==> config.mk <==
export PLATFORM = sky130hd
export DESIGN_NAME = maxnet_controller
export DESIGN_NICKNAME = d
export VERILOG_FILES = /design/src/rtl/maxnet_controller.sv
export SDC_FILE = /design/constraint.sdc
export NUM_CORES = 1
export LEC_CHECK = 0
export CORE_MARGIN = 2
export CORE_UTILIZATION = 40
export CTS_CLUSTER_DIAMETER = 200
export DETAILED_ROUTE_END_ITERATION = 12
export PLACE_DENSITY = 0.68
export SETUP_SLACK_MARGIN = 0.02
export SYNTH_ARGS = -nofsm -noshare
export SYNTH_HDL_FRONTEND = slang
export SYNTH_SLANG_ARGS = --single-unit
==> constraint.sdc <==
create_clock -name clk -period 6 [get_ports clk]
set_input_delay 1.2 -clock clk [delete_from_list [all_inputs] [get_ports clk]]
set_output_delay 1.2 -clock clk [all_outputs]
set_load 0.05 [all_outputs]
==> src/rtl/maxnet_controller.sv <==
// Sequencer for a 4-neuron Maxnet: loads activations, time-shares one FP update unit across
// the neurons, commits each iteration and reports the winner, timeout or all-zero outcome.
module maxnet_controller #(
  parameter int FP_LAT   = 2,
  parameter int MAX_ITER = 15,
  parameter int ITER_W   = 4
) (
  input  logic       clk,
  input  logic       rst,
  input  logic       start,
  input  logic [3:0] nonzero,
  output logic       ld_x,
  output logic       fp_go,
  output logic [1:0] sel,
  output logic       wr_en,
  output logic       commit,
  output logic       busy,
  output logic       done,
  output logic [1:0] winner,
  output logic       timeout,
  output logic       no_winner
);

  localparam logic [2:0] S_IDLE    = 3'd0;
  localparam logic [2:0] S_LOAD    = 3'd1;
  localparam logic [2:0] S_CHECK   = 3'd2;
  localparam logic [2:0] S_COMPUTE = 3'd3;
  localparam logic [2:0] S_WAIT    = 3'd4;
  localparam logic [2:0] S_WRITE   = 3'd5;
  localparam logic [2:0] S_COMMIT  = 3'd6;
  localparam logic [2:0] S_DONE    = 3'd7;

  localparam int          CW       = (FP_LAT > 1) ? $clog2(FP_LAT) : 1;
  localparam logic [CW-1:0] WAIT_LAST = CW'(FP_LAT - 1);
  localparam logic [ITER_W-1:0] ITER_LIMIT = ITER_W'(MAX_ITER);

  logic [2:0]        state;
  logic [ITER_W-1:0] iter;
  logic [CW-1:0]     wcnt;
  logic [2:0]        pop;
  logic [1:0]        low_idx;

  assign pop = {2'b00, nonzero[0]} + {2'b00, nonzero[1]} +
               {2'b00, nonzero[2]} + {2'b00, nonzero[3]};

  // Lowest set index; doubles as the single-survivor index when only one bit is set.
  always_comb begin
    low_idx = 2'd0;
    casez (nonzero)
      4'b???1: low_idx = 2'd0;
      4'b??10: low_idx = 2'd1;
      4'b?100: low_idx = 2'd2;
      4'b1000: low_idx = 2'd3;
      default: low_idx = 2'd0;
    endcase
  end

  always_ff @(posedge clk) begin
    if (rst) begin
      state     <= S_IDLE;
      iter      <= '0;
      wcnt      <= '0;
      sel       <= 2'd0;
      winner    <= 2'd0;
      timeout   <= 1'b0;
      no_winner <= 1'b0;
    end else begin
      case (state)
        S_IDLE: begin
          if (start) begin
            state     <= S_LOAD;
            iter      <= '0;
            sel       <= 2'd0;
            winner    <= 2'd0;
            timeout   <= 1'b0;
            no_winner <= 1'b0;
          end
        end
        S_LOAD: state <= S_CHECK;
        S_CHECK: begin
          if (pop <= 3'd1) begin
            state     <= S_DONE;
            winner    <= low_idx;
            no_winner <= (nonzero == 4'b0000);
          end else if (iter == ITER_LIMIT) begin
            state   <= S_DONE;
            winner  <= low_idx;
            timeout <= 1'b1;
          end else begin
            iter  <= iter + 1'b1;
            sel   <= 2'd0;
            state <= S_COMPUTE;
          end
        end
        S_COMPUTE: begin
          wcnt  <= '0;
          state <= S_WAIT;
        end
        S_WAIT: begin
          if (wcnt == WAIT_LAST) state <= S_WRITE;
          else                   wcnt  <= wcnt + 1'b1;
        end
        S_WRITE: begin
          if (sel == 2'd3) begin
            state <= S_COMMIT;
          end else begin
            sel   <= sel + 1'b1;
            state <= S_COMPUTE;
          end
        end
        S_COMMIT: state <= S_CHECK;
        S_DONE:   state <= S_IDLE;
        default:  state <= S_IDLE;
      endcase
    end
  end

  assign ld_x   = (state == S_LOAD);
  assign fp_go  = (state == S_COMPUTE);
  assign wr_en  = (state == S_WRITE);
  assign commit = (state == S_COMMIT);
  assign done   = (state == S_DONE);
  assign busy   = (state != S_IDLE);

endmodule

==> flow_summary.toml <==
[power_and_ir_drop]
power.share.combinational_pct = 34.9
p_per_area_nw_per_um2 = 219
max-vdd-ir-drop_mv = 0.117
power.clock.fraction_pct = 20.8
p_int_w = 0.000155
power.share.sequential_pct = 44.2
power_switching_share_pct = 36.7
post-layout-total-power_w = 0.000246
power.static_leakage_nw = 0.439
power.net_switching_w = 0.0000901

[sta]
relSlewSlack_pct = 65.8
final_hold_viol_count = 0
final.min_clock_period_ns = 3.80
clock_skew_ns = 0.00305
drv_slew = 0
setup_viol_count_final = 0
worst_slew_pin_slew_ns = 0.511
fin_crit_sh_pct = 63.4
grt_setup_unrepaired = "no"
achievable-frequency_mhz = 263
setup_total_negative_slack_ns = 0

[place]
postPlaceCellArea_um2 = 1100
detailed_place_hpwl_um = 1340
finalWeightedCongestion = 0.809
port_buffers = 18

[worst_setup_path]
timing.critical_path.required_ns = 6.15
critical_path_depth = 11
worstRegToRegCells = 4
timing.critical_path.fanout_max = 7
critPathLaunch = "nonzero[0]"
cp_cell_sequence = "clkdlybuf4s50_1, inv_1, fa_1, inv_1, ha_1, inv_1, ha_1, or3b_1, a311oi_1, mux2i_1, nor2_1"
timing.reg2reg.setup_slack_ns = 4.32
r2r-start = "state[2]"
timing.rr.end = "iter[3]"
critical-path-top-delay-family = "adder cells"
critPathBufInv = 4
critPathCapture = "no_winner"
cp_data_arrival_time_ns = 3.95
setup.worst_path.end_class = "flop"
critical_path.max_stage_delay_ns = 0.54
startpoint_type = "input pin"
timing.critical_path.mode_cell = "inv_1"
critPathKind = "in -> reg"
critical_path_slowest_stage_cell = "fa_1"

[floorplan]
dieArea_um2 = 2670
initial_core_util_pct = 41.9
dieHeight_um = 51.7
fp.coreArea_um2 = 2170
core.rowCount = 17
design.portCount = 19
dieWidth_um = 51.7

[cts]
holdBufCountCts = 0
cts_resized = 0
clockRootBuffer = "clkbuf_4"
h-tree-depth = 1
post_cts.repair.setup_buffers = 0
tritoncts = "built"
cts_bufs_inserted = 3
clock_sink_count = 14
clock_tree.buffer_depth = 2
clock_latency_ns = 0.27
cts.clk_slew.worst_paths_ns = 0.08

[cells_and_area]
num-fill-cells = 222
most_common_cell_after_layout_fill_and_taps_aside = "clkdlybuf4s50_1"
multi_input_comb_area_um2 = 552
antenna_diodes = 0
mostFrequentLayoutCells = "18 x clkdlybuf4s50_1, 14 x dfxtp_1, 13 x inv_1"
drive_above_1_share_pct = 6.45
final_core_utilization_pct = 51.6
area_growth_syn_to_layout_pct = 23.1
nNetsFinal = 142
final-seq-area_um2 = 280
design_area_um2 = 1120

[routing]
dr.first_iter.drc_count = 9
drt.antenna.violating_nets = 0
drc = 0
drt-vias-per-instance = 5.28
route.vias.total = 802
avgRoutedWirePerCell_um = 11.9
totalWireLength_um = 1810
detailedRoute.firstPassIterationCount = 4

[yosys]
ys.warnings.count = 0
async_reset_ff_share_pct = 0
ys_dominant_reg_cell = "dfxtp_1"
ys_seq_elements = 14
post_syn_instances = 108
seq_area_frac_synth_pct = 30.9
syn-num-nets = 124
count_of_flip_flops_with_a_built_in_enable_after_synthesis = 0
syn-cell-area_um2 = 908
postSynthAreaPerCell_um2 = 8.41
netlist-cell-type-count = 37

[grt]
global_route.overflow_total = 0
grt_start_max_net_pins = 14
grt_antenna_before_repair = 0
vias_in_the_first_global_route = 736
global_route_wire_length_before_repair_um = 3160
grt_use_total_pct = 15.7

[hold_path]
hp-class = "reg -> reg"

[job]
timing.max_cap.violations = 0

[run_status]
outcome = "finished clean"
cell type report:
| type | instances | share of cell area, % |
|---|---|---|
| Tap cell | 28 | 3.13 |
| Clock buffer | 3 | 2.01 |
| Multi-Input combinational cell | 76 | 49.3 |
| Sequential cell | 14 | 25.1 |
| Inverter | 13 | 4.36 |
| Timing Repair Buffer | 18 | 16.1 |
synthesized netlist by cell type, drive strengths merged (2+ instances only):
cell,instances,share of area (%)
inv,13,5.4
or4,2,2.1
dfxtp,14,31
nor2,9,3.7
a21oi,7,4.3
a311oi,2,3.9
or2,2,1.7
nand2b,2,1.4
nand2,4,1.7
and3,3,2.1
a31oi,2,1.4
xnor2,2,1.9
o2bb2ai,2,1.9
nand3,4,2.2
nor3b,3,2.5
ha,8,11
or3,3,2.1
nand4,2,1.4
o21ai,8,4.4
buf,2,1.8
clkbuf,3,1.2
power groups by stage:
| stage | clock network, W | logic, W | registers [W] |
|---|---|---|---|
| 2_1_floorplan | 0 | 0.0000714 | 0.000105 |
| 3_3_place_gp | 0 | 0.0000844 | 0.000110 |
| 3_5_place_dp | 0 | 0.0000860 | 0.000110 |
| 4_1_cts | 0.0000537 | 0.0000863 | 0.000109 |
| 5_1_grt | 0.0000581 | 0.0000952 | 0.000110 |
| 6_report | 0.0000511 | 0.0000858 | 0.000109 |
worst min path at each step:
stage                          from        end  slack [ns]  cells after the start
after floorplan                wcnt       wcnt        0.45                      2
after global placement    winner[0]  winner[0]        0.45                      1
after detailed placement  winner[1]  winner[1]        0.45                      1
after CTS                 winner[1]  winner[1]        0.48                      1
after global routing      winner[1]  winner[1]        0.51                      1
final                     winner[1]  winner[1]        0.47                      1
flip-flops by register name (all words and copies together) (netlist names):
register and count:
wcnt 1, sel 2, timeout 1, winner 2, state 3, no_winner 1, iter 4
cell families after synthesis:
family                   share of synthesized area (%)
AO/OA/AOI/OAI                                     20.5
XOR/XNOR                                          1.93
adder cells (fa/ha/maj)                           13.2
buffers and inverters                             8.40
flip-flops                                        30.9
multiplexers                                      1.10
AND/OR/NAND/NOR                                   24.0
layer usage:
layer	GRT usage [%]	routed length [um]	vias to the layer above
li1	-	-	413
met1	19.8	839	360
met5	0	0	-
met2	25.6	852	22
met4	10.1	59	0
met3	1.15	61	7
through the flow:
stage | setup WS (ns) | hold slack (ns) | instances
after global routing | 2.04 | 0.506 | 152
after global placement | 2.00 | 0.451 | 149
after CTS | 2.20 | 0.476 | 152
after detailed placement | 1.89 | 0.453 | 149
after floorplan | 2.53 | 0.446 | 108
final | 2.20 | 0.470 | 152
No activity file was read; power rests on OpenSTA's default activity.
==> variant 1: new RTL, same settings <==
Change the parameter `FP_LAT` from 2 to 1.
--- a/src/rtl/maxnet_controller.sv
+++ b/src/rtl/maxnet_controller.sv
@@ -1,7 +1,7 @@
 // Sequencer for a 4-neuron Maxnet: loads activations, time-shares one FP update unit across
 // the neurons, commits each iteration and reports the winner, timeout or all-zero outcome.
 module maxnet_controller #(
-  parameter int FP_LAT   = 2,
+  parameter int FP_LAT   = 1,
   parameter int MAX_ITER = 15,
   parameter int ITER_W   = 4
 ) (
Formal check against the unedited RTL: not equivalent (a bounded check fails within 10 cycles, from zero or initial values and one cycle with rst high).
==> variant 1 against the original RTL <==
Critical endpoint is now sel[0]$_SDFFE_PP0P_; sequential cell count down 1; routed wire length up 5.9%; fmax up 4.2%; design area up 7.0%; highest routed layer unchanged; setup slack better by 150 ps; critical path depth unchanged; area after synthesis up 6.1%; largest cell class unchanged; cell count up 8.6%; clock skew up 1.3 ps.
Power is not compared: it rests on default switching activity, and its combinational part moved more than twofold at a synthesized area within 25%.
==> variant 1: results (changes against the original RTL) <==
pin count of the biggest net entering global routing 15 (was 14); peak supply drop 0.207 mV; drt first pass iters 4 (unchanged); Iteration-0 DRC Markers 19 (was 9); NumNets Final 158 (was 142); Post-synth ARST share 0% (unchanged); status completed (unchanged); first-pass GRT wire length 3.34 mm (was 3.16 mm); Total GRT Usage 16.1% (was 15.7%); share of cells above drive strength 1 5.84% (was 6.45%); switching share of power 45.4%; routed vias/inst 5.28 (about the same); Skew-Pair Late Insertion Delay 270 ps (about the same); antenna violations before repair 0 (unchanged); Syn Nets 137 (was 124); Final Skew 4.32 ps (was 3.05 ps); clk slew on worst S/H paths 80 ps (about the same); crit path DAT 3830 ps (was 3950 ps); Worst Hold Depth 2 (was 1); vias in the first global route 788 (was 736); Final HPWL DP 1.56 mm (was 1.34 mm); ant diodes 0 (unchanged); Synth cell types 37 (unchanged); most instantiated cells after synthesis inv_1 (15), dfxtp_1 (13), ha_1 (12) (was dfxtp_1 (14), inv_1 (13), nor2_1 (9)); Port Buf Inserts 18 (unchanged); post_cts resized 0 (unchanged); register area share after synthesis 27.0% (was 30.9%); WL/cell 11.6 um (was 11.9 um); fillers 228 (was 222); worst r2r path cells 6 (was 4); critical-path maximum fanout 4 (was 7); setup bufs post-CTS 0 (unchanged); DP Worst Slack 2050 ps (was 1890 ps); syn avg cell area 8.23 um2 (was 8.41 um2); Yosys Warn Count 0 (unchanged); RD Place Congestion 0.751 (was 0.809); Clock Tree Buf Depth 2 (unchanged); final WL 1.92 mm (was 1.81 mm); top flop regs iter (4), state (3) (unchanged); Leak 0.483 nW; Num CTS Buffers 3 (unchanged); worst rel slew slack 66.3% (was 65.8%); Synth area leaders dfxtp_1 (27%), ha_1 (16%), inv_1 (5.8%), nand3_1 (4.7%), mux2i_1 (4.2%) (was dfxtp_1 (31%), ha_1 (11%), inv_1 (5.4%), o21ai_0 (4.4%), nor2_1 (3.7%)); H-tree level count 1 (unchanged); Root Driver clkbuf_4 (unchanged); Worst Hold Class flip-flop to flip-flop (unchanged)
## variant 1: kinds of logic (layout without fill, tap and decap cells)
| kind of cell | count (synthesis) | in the layout | synth area share, % |
|---|---|---|---|
| muxes | 4 | 4 | 4.16 |
| adders and majority gates | 13 | 13 | 17.7 |
| AOI/OAI and AO/OA | 26 | 26 | 19.0 |
| and+or+nand+nor | 44 | 44 | 25.6 |
| DFF | 13 | 13 | 27.0 |
| buffers and inverters | 17 | 37 | 6.62 |
## variant 1: through the flow
stage	cell area (um2)	util (%)
2_1_floorplan	963	-
3_3_place_gp	1170	51.9
3_5_place_dp	1170	51.9
4_1_cts	1200	53.1
5_1_grt	1200	53.1
6_report	1200	53.1
## variant 1: path summary, 6_finish.rpt
check / to / slack, ps / from
setup / recovery: sel[0]$_SDFFE_PP0P_ / 2350 / nonzero[0]
hold / removal: no_winner$_SDFFE_PP0P_ / 460 / no_winner$_SDFFE_PP0P_
setup reg to reg: iter[3]$_SDFFE_PP0P_ / 4280 / state[1]$_SDFFE_PP0P_
hold reg to reg: no_winner$_SDFFE_PP0P_ / 460 / no_winner$_SDFFE_PP0P_
## variant 1: layout make-up
type,count,share of cell area (%)
repair buffers,18,15.0
well taps,28,2.93
flip-flops and latches,13,21.7
inverters,15,4.70
clock buffers,4,2.19
multi-input cells,87,53.4
## variant 1: worst max-delay path, cell delays in order
cell and delay, ps:
clkdlybuf4s50_1 450, inv_1 70, fa_1 530, inv_1 40, ha_1 180, inv_1 80, ha_1 240, or3b_1 440
a31oi_2 260, a21oi_1 80, a211oi_1 250
## variant 1: power by group through the flow
stage / registers [mW] / clock network, mW / logic (mW)
3_3_place_gp: 0.106 / 0 / 0.210
6_report: 0.105 / 0.0531 / 0.213
3_5_place_dp: 0.107 / 0 / 0.213
2_1_floorplan: 0.107 / 0 / 0.160
4_1_cts: 0.105 / 0.0560 / 0.214
5_1_grt: 0.107 / 0.0609 / 0.235
## variant 1: per-layer routing
layer  up-vias  GRT usage [%]  wire (um)
li1        449              -          -
met3         4           2.82         73
met5         -              0          0
met2        24           28.1        917
met1       394           19.4        893
met4         0           6.41         36
==> variant 2: new RTL, same settings <==
Without the edit above. Register the outputs `ld_x`, `fp_go`, `wr_en`, `commit`, `busy` and `done`; this adds one clock of latency there. The other outputs are not delayed to match.
--- a/src/rtl/maxnet_controller.sv
+++ b/src/rtl/maxnet_controller.sv
@@ -115,12 +115,14 @@
     end
   end
 
-  assign ld_x   = (state == S_LOAD);
-  assign fp_go  = (state == S_COMPUTE);
-  assign wr_en  = (state == S_WRITE);
-  assign commit = (state == S_COMMIT);
-  assign done   = (state == S_DONE);
-  assign busy   = (state != S_IDLE);
+  always_ff @(posedge clk) begin
+    ld_x   <= (state == S_LOAD);
+    fp_go  <= (state == S_COMPUTE);
+    wr_en  <= (state == S_WRITE);
+    commit <= (state == S_COMMIT);
+    busy   <= (state != S_IDLE);
+    done   <= (state == S_DONE);
+  end
 
 endmodule
 
Formal check against the unedited RTL: not equivalent (Yosys sat finds a counterexample within 4 cycles, from zero or initial values and one cycle with rst high).
==> variant 2 against the original RTL <==
Routed wire length is 2.3% lower; via count is 2.9% higher; total power is 23% higher; sequential cell count is 6 higher; largest cell class unchanged; largest power group unchanged; cell count is 3.3% higher; count of clock-buffer cells in the layout stayed put; area after synthesis is 11% higher; register-to-register slack worse by 150 ps; worst hold slack better by 8.4 ps; critical path depth stayed put; sequential share of layout area is 7.5 points higher; design area is 10% higher; highest routed layer unchanged; setup slack better by 88 ps.
==> variant 2: results (changes against the original RTL) <==
status completed (unchanged); Worst Hold Path EP wcnt$_SDFFE_PP0P_ (was winner[1]$_SDFFE_PP0P_); Final HPWL DP 1.39 mm (was 1.34 mm); post-synthesis mux area share 0% (was 1.10%); Synth Area in Compound Gates 21.0% (was 20.5%); Adder-Cell Fraction of Synth Area 11.9% (was 13.2%); RD Place Congestion 0.758 (was 0.809); grt met3 use 2.46% (was 1.15%); Post-Layout Cell Count 157 (was 152); Slowest Stage Delay on Critical Path 510 ps (was 540 ps); WL met1 827 um (was 839 um); Syn Nets 127 (was 124); Iteration-0 DRC Markers 10 (was 9); Synth cell types 40 (was 37); FF/Latch Area 400 um2 (was 280 um2); share of cells above drive strength 1 6.30% (was 6.45%); metal2 WL 838 um (was 852 um); first-pass GRT wire length 3.15 mm (was 3.16 mm); crit path DAT 3940 ps (was 3950 ps); worst slew pin tran 529 ps (was 511 ps); Inst Count DP 154 (was 149); Hold Crit Start wcnt$_SDFFE_PP0P_ (was winner[1]$_SDFFE_PP0P_); critical-path maximum fanout 8 (was 7); metal3 WL 58 um (was 61 um); area of the multi-input gates 553 um2 (was 552 um2); Crit-path slowest cell or4_1 (was fa_1); Leak 0.468 nW (was 0.439 nW); GRT met1 Usage 19.4% (was 19.8%); Sink Count 20 (was 14); Final Skew 6.21 ps (was 3.05 ps); Total GRT Usage 15.1% (was 15.7%); Worst Hold Depth 2 (was 1); most instantiated cells after synthesis dfxtp_1 (20), inv_1 (10), nor2_1 (10) (was dfxtp_1 (14), inv_1 (13), nor2_1 (9)); r2r setup slk 4170 ps (was 4320 ps); vias in the first global route 759 (was 736); Skew-Pair Late Insertion Delay 290 ps (was 270 ps); register area share after synthesis 39.6% (was 30.9%); syn avg cell area 9.12 um2 (was 8.41 um2); Synth area leaders dfxtp_1 (40%), ha_1 (9.9%), a21oi_1 (4.4%), inv_1 (3.7%), nor2_1 (3.7%) (was dfxtp_1 (31%), ha_1 (11%), inv_1 (5.4%), o21ai_0 (4.4%), nor2_1 (3.7%)); post-synthesis xor/xnor area fraction 0.865% (was 1.93%); worst r2r src iter[0]$_SDFFE_PP0P_ (was state[2]$_SDFFE_PP0P_); CP startpoint nonzero[1] (was nonzero[0]); clock network share of area 1.83% (was 2.01%); CP endpoint iter[3]$_SDFFE_PP0P_ (was no_winner$_SDFFE_PP0P_); fillers 232 (was 222); met2 global-route usage 23.7% (was 25.6%); peak supply drop 0.155 mV (was 0.117 mV); pin count of the biggest net entering global routing 18 (was 14); NonClk Buf Share 14.6% (was 16.1%); clk slew on worst S/H paths 110 ps (was 80 ps); worst r2r path cells 5 (was 4); routed vias/inst 5.25 (was 5.28); inverter count 10 (was 13); final WL 1.77 mm (was 1.81 mm)
variant 2: tightest hold or removal path: stages, from the launching register on:
cell	delay, ps
dfxtp_1	330
nand2_1	50
a21oi_1	50
variant 2: logic make-up after synthesis:
group	count (synthesis)
AND/OR/NAND/NOR	35
AO/OA/AOI/OAI	31
flip-flops	20
buffers and inverters	15
adder cells (fa/ha/maj)	9
XOR/XNOR	1
variant 2: power breakdown:
group / internal (mW) / total [mW] / leakage (nW) / switching, mW
Clock: 0.0233 / 0.0606 / 0.0138 / 0.0372
Combinational: 0.0363 / 0.0860 / 0.292 / 0.0497
Sequential: 0.143 / 0.155 / 0.162 / 0.0128
variant 2: stage by stage:
step	worst slack, ps	hold slack (ps)	power, mW	area (um2)	utilization, %
final	2290	478	0.302	1230	50.6
after detailed placement	1930	465	0.245	1210	49.7
after floorplan	2580	446	0.223	1010	-
after CTS	2270	482	0.306	1230	50.6
after global routing	2150	511	0.325	1230	50.6
after global placement	2070	463	0.243	1210	49.7
